`config.mk`:
```
export PLATFORM = sky130hd
export DESIGN_NAME = processor_status_unit
export DESIGN_NICKNAME = d
export VERILOG_FILES = /design/src/rtl/processor_status_unit.sv
export SDC_FILE = /design/constraint.sdc
export NUM_CORES = 1
export LEC_CHECK = 0
export ABC_CLOCK_PERIOD_IN_PS = 5470
export CAP_MARGIN = 20
export CORE_MARGIN = 8
export CORE_UTILIZATION = 33
export CTS_BUF_LIST = sky130_fd_sc_hd__clkbuf_4 sky130_fd_sc_hd__clkbuf_8
export CTS_CLUSTER_SIZE = 10
export DETAILED_ROUTE_END_ITERATION = 8
export MAX_ROUTING_LAYER = met4
export PLACE_DENSITY = 0.66
export SYNTH_ARGS = -nofsm -noshare
export SYNTH_HDL_FRONTEND = slang
export SYNTH_SLANG_ARGS = --single-unit
```
`constraint.sdc`:
```
create_clock -name clk -period 5.47 [get_ports clk]
set_input_delay 0.547 -clock clk [delete_from_list [all_inputs] [get_ports clk]]
set_output_delay 0.547 -clock clk [all_outputs]
set_load 0.005 [all_outputs]
```
`src/rtl/processor_status_unit.sv`:
```
// 6502 processor status register (N V D I Z C) with per-flag commands, PLP/RTI load,
// instruction-boundary-delayed IRQ mask and a hardware shadow stack for interrupt entry/exit.
module processor_status_unit #(
  parameter int   WIDTH        = 8,
  parameter int   SHADOW_DEPTH = 4,
  parameter logic RESET_I      = 1'b1
) (
  input  logic             clk,
  input  logic             reset,
  input  logic [WIDTH-1:0] data_in,
  input  logic             carry_in,
  input  logic             overflow_in,
  input  logic             update_c,
  input  logic             update_z,
  input  logic             update_n,
  input  logic             update_v,
  input  logic [7:0]       flag_set,
  input  logic [7:0]       flag_clear,
  input  logic             load_p,
  input  logic [7:0]       p_in,
  input  logic             push_brk,
  input  logic             instr_done,
  input  logic             shadow_push,
  input  logic             shadow_pop,
  output logic             flag_c,
  output logic             flag_z,
  output logic             flag_i,
  output logic             flag_d,
  output logic             flag_v,
  output logic             flag_n,
  output logic [7:0]       p_out,
  output logic             irq_mask,
  output logic             shadow_full,
  output logic             shadow_empty,
  output logic             shadow_overflow,
  output logic             shadow_underflow
);

  localparam int             CW         = $clog2(SHADOW_DEPTH + 1);
  localparam logic [CW-1:0]  FULL_COUNT = CW'(SHADOW_DEPTH);
  localparam int unsigned    BIT_I      = 2;

  // Internal 6-bit flag image, LSB first: C, Z, I, D, V, N
  logic [5:0]    p_q;
  logic [5:0]    p_d;
  logic [5:0]    set_vec;
  logic [5:0]    clr_vec;
  logic [5:0]    upd_en;
  logic [5:0]    upd_val;
  logic [5:0]    p_image;
  logic [CW-1:0] count_q;
  logic [CW-1:0] top;
  logic [5:0]    stack [2**CW];
  logic          push_only;
  logic          pop_only;
  logic          push_ok;
  logic          pop_ok;
  logic          mask_q;
  logic          ovf_q;
  logic          unf_q;
  logic          unused_bits;

  assign set_vec = {flag_set[7], flag_set[6], flag_set[3], flag_set[2], flag_set[1], flag_set[0]};
  assign clr_vec = {flag_clear[7], flag_clear[6], flag_clear[3], flag_clear[2], flag_clear[1], flag_clear[0]};
  assign p_image = {p_in[7], p_in[6], p_in[3], p_in[2], p_in[1], p_in[0]};
  assign upd_en  = {update_n, update_v, 2'b00, update_z, update_c};
  assign upd_val = {data_in[WIDTH-1], overflow_in, 2'b00, ~|data_in, carry_in};

  assign unused_bits = ^{flag_set[5:4], flag_clear[5:4], p_in[5:4]};

  assign shadow_full  = (count_q == FULL_COUNT);
  assign shadow_empty = (count_q == '0);

  // Simultaneous push and pop cancel out entirely.
  assign push_only = shadow_push & ~shadow_pop;
  assign pop_only  = shadow_pop & ~shadow_push;
  assign push_ok   = push_only & ~shadow_full;
  assign pop_ok    = pop_only & ~shadow_empty;
  assign top       = count_q - CW'(1);

  // Lowest priority applied first; later assignments override.
  always_comb begin
    p_d = (p_q & ~upd_en) | (upd_val & upd_en);
    p_d = p_d & ~clr_vec;
    p_d = p_d | set_vec;
    if (push_only) p_d[BIT_I] = 1'b1;
    if (load_p)    p_d = p_image;
    if (pop_ok)    p_d = stack[top];
  end

  always_ff @(posedge clk) begin
    if (reset) begin
      p_q     <= {3'b000, RESET_I, 2'b00};
      count_q <= '0;
      mask_q  <= RESET_I;
      ovf_q   <= 1'b0;
      unf_q   <= 1'b0;
    end else begin
      p_q <= p_d;
      if (push_ok)
        count_q <= count_q + CW'(1);
      else if (pop_ok)
        count_q <= top;
      if (push_only && shadow_full)
        ovf_q <= 1'b1;
      if (pop_only && shadow_empty)
        unf_q <= 1'b1;
      if (instr_done)
        mask_q <= p_q[BIT_I];
    end
  end

  // Stack contents need no reset; count alone defines validity.
  always_ff @(posedge clk) begin
    if (!reset && push_ok)
      stack[count_q] <= p_q;
  end

  assign flag_c = p_q[0];
  assign flag_z = p_q[1];
  assign flag_i = p_q[2];
  assign flag_d = p_q[3];
  assign flag_v = p_q[4];
  assign flag_n = p_q[5];

  assign p_out            = {p_q[5], p_q[4], 1'b1, push_brk, p_q[3], p_q[2], p_q[1], p_q[0]};
  assign irq_mask         = mask_q;
  assign shadow_overflow  = ovf_q;
  assign shadow_underflow = unf_q;

endmodule

```
==> results.py <==
metrics = {
    "sta": {
        "fin_ws_ps": 2784,
        "min_period_ps": 2686,
        "setup_tns_ps": 0,
        "setup_viol": 0,
        "tightest_slew_ps": 910.5,
        "hold_viol_final": 0,
        "clock.fmax_mhz": 372.4,
        "report.final.slew_viol_count": 0,
        "rsz0062_at_grt": "no",
        "slew-limit-headroom_pct": 38.83,
        "skew_ps": 10.24,
        "fin_hold_ws_ps": 465.1,
        "post-route-period-util_pct": 49.10,
    },
    "routing": {
        "wire_per_inst_um": 17.68,
        "via_per_inst": 4.958,
        "postRouteAntennaNets": 0,
        "vias": 1666,
        "drt_iter0_drc": 134,
        "dr.pass1.iters": 4,
        "wl_um": 5942,
        "drc": 0,
    },
    "logic_synthesis": {
        "syn_avg_cell_area_um2": 15.27,
        "syn_inst": 175,
        "synthXorXnorAreaFrac_pct": 1.030,
        "synth_mux_area_share_pct": 14.79,
        "ys.flop_type": "edfxtp_1",
        "syn_area_mm2": 0.002673,
        "ys_ff_latch": 60,
        "synth_top_area_share_pct": 53.93,
        "synth_top_family_by_area": "multiplexers",
        "synth_top_cells_by_area": "edfxtp_1 54%, dfxtp_1 9.0%, mux4_2 6.7%",
        "synth-compound-area-share_pct": 6.180,
        "yosys_warnings": 0,
        "synthSimpleGateAreaFrac_pct": 8.895,
        "synth_top_area_cell": "edfxtp_1",
        "ys_types": 38,
        "synth-adder-area-share_pct": 1.404,
        "synth_commonest_cells": "48 x edfxtp_1, 12 x dfxtp_1, 10 x buf_4, 10 x nor2_1",
        "syn_nets": 223,
        "async_flop_share_pct": 0,
        "seq_area_frac_synth_pct": 62.92,
        "yosysMostFrequentCell": "edfxtp_1",
        "synth_edf_count": 48,
    },
    "critical_path": {
        "cp-end-kind": "flip-flop",
        "cp-start-kind": "input pin",
        "rr_endpoint": "stack[0][2]",
        "r2r-start": "count_q[0]",
        "crit_fanout": 6,
        "cp.required_ps": 5520,
        "regToRegSetupSlack_ps": 2830,
        "critPathKind": "in -> reg",
        "cp_data_arrival_time_ps": 2730,
        "reg2regPathDepth": 7,
    },
    "floorplan": {
        "core_mm2": 0.008051,
        "ioPinCount": 64,
        "die_w_um": 106.0,
        "num_rows": 33,
        "die_area_mm2": 0.01123,
        "initial_core_util_pct": 33.19,
        "die_h_um": 106.0,
    },
    "cts": {
        "clk_latency_ps": 340,
        "ctsResizeCount": 0,
        "clkTransAtPathRegs_ps": 60,
        "cts_setup_buffers": 0,
        "cts_num_sinks": 60,
        "cts_buffers": 9,
        "cts_max_level": 3,
        "ctsHoldBuffers": 0,
        "cts_max_path_buffers": 2,
        "clock-root-buffer": "clkbuf_8",
        "cts_tree": "done",
    },
    "final_layout": {
        "multiInputGateArea_um2": 867.1,
        "antenna_cells": 0,
        "fin_nets": 275,
        "regArea_mm2": 0.001682,
        "fillers": 775,
        "synthToLayoutAreaGrowth_pct": 28.65,
        "drive_gt1_share_pct": 13.42,
    },
    "grt": {
        "grt_pass1_wl_um": 9280,
        "antenna_found_initial": 0,
        "track_usage_pct": 11.15,
        "grt_max_degree": 15,
        "grt_overflow_total": 0,
        "grt_pass1_vias": 1742,
    },
    "hold_path": {
        "min_to": "shadow_overflow",
        "worstHoldStart": "shadow_overflow",
        "hold_path.class": "reg -> reg",
        "hold_depth": 2,
    },
    "power_and_ir_drop": {
        "p_sw_mw": 0.2600,
        "leakage_nw": 1.160,
        "p_clk_share_pct": 35.6,
        "seqPwrFrac_pct": 47.9,
        "power.density_mw_per_mm2": 322.3,
        "internal-power_mw": 0.8481,
        "switching_share_pct": 23.46,
        "vdd_drop_max_mv": 0.1685,
        "power_frac_comb_pct": 16.5,
    },
    "placed_design": {
        "dp_hpwl_um": 4022,
        "place.gp.congestion": 0.7390,
        "port_buffers": 54,
        "pre_cts_slack_ps": 2347,
    },
    "flow_run": {
        "cap_violations": 0,
    },
    "status": {
        "outcome": "completed",
    },
}
==> final cells by class <==
class,instances,area share (%)
tap,105,3.821
clock inverter,3,1.128
inverter,5,0.5459
sequential,60,48.91
clock buffer,12,4.440
multi-input combinational,96,25.22
timing repair buffer,55,15.94
==> metal layers <==
metal | wire [µm] | global-route usage, % | vias up | share of wire [%]
met2 | 2788 | 17.07 | 87 | 47
met1 | 2526 | 12.83 | 791 | 43
met4 | 82 | 3.719 | 0 | 1.4
met3 | 545 | 4.900 | 15 | 9.2
li1 | - | - | 773 | -
met5 | 0 | - | - | 0
==> worst max-delay path by stage <==
stage,slack [ps],endpoint,depth (start not counted),start
2_1_floorplan,3350,stack[1][0],6,count_q[0]
6_report,2780,stack[0][2],6,shadow_push
3_3_place_gp,2220,stack[0][0],5,shadow_push
3_5_place_dp,2350,stack[0][2],6,shadow_push
4_1_cts,2670,stack[0][2],6,shadow_push
5_1_grt,2670,stack[1][1],5,shadow_push
==> cell usage in the layout, fill, tap and decap left out, types with 2 or more instances in the layout <==
cell type	count
a21oi_1	4
or4_1	3
or3_1	3
nand2_1	6
mux2_2	5
nor2_1	10
dfxtp_1	12
clkdlybuf4s50_1	54
nor3_1	4
mux2i_1	8
mux4_2	8
ha_1	3
o21ai_0	3
inv_1	4
edfxtp_1	48
mux4_1	3
nor2b_1	8
o21bai_1	3
clkbuf_4	2
clkbuf_8	10
nand2b_1	4
nand3_1	4
o2bb2ai_1	3
==> state kept, by name (all words and copies together), names as in the netlist <==
signal and flops:
shadow_underflow 1, p_q 6, count_q 3, shadow_overflow 1, irq_mask 1, stack 48
==> cells by family after synthesis <==
family / count (synthesis)
xor+xnor: 1
mux: 24
compound gates: 22
flops: 60
buf+inv: 19
simple gates: 45
fa+ha+maj: 3
other cells: 1
==> power groups by stage <==
stage                     logic (mW)  clock network (mW)  registers (mW)
after floorplan                0.126                   0           0.533
after detailed placement       0.185                   0           0.540
after global placement         0.183                   0           0.539
after global routing           0.198               0.419           0.533
after CTS                      0.187               0.402           0.531
final                          0.183               0.394           0.531
==> worst max-delay path: stages <==
cell             delay, ps
clkdlybuf4s50_1        470
nor2b_1                280
nand2_1                180
or3_1                  390
nor3_1                 600
buf_4                  270
==> stage by stage <==
step	utilization [%]	power (mW)	instances	area [µm²]
finish	42.70	1.108	336	3438
global route	42.70	1.150	336	3438
CTS	42.70	1.119	336	3438
detailed placement	40.33	0.7258	321	3247
global placement	40.23	0.7216	320	3239
floorplan	-	0.6585	175	2673
Power figures use the tool's default switching activity.
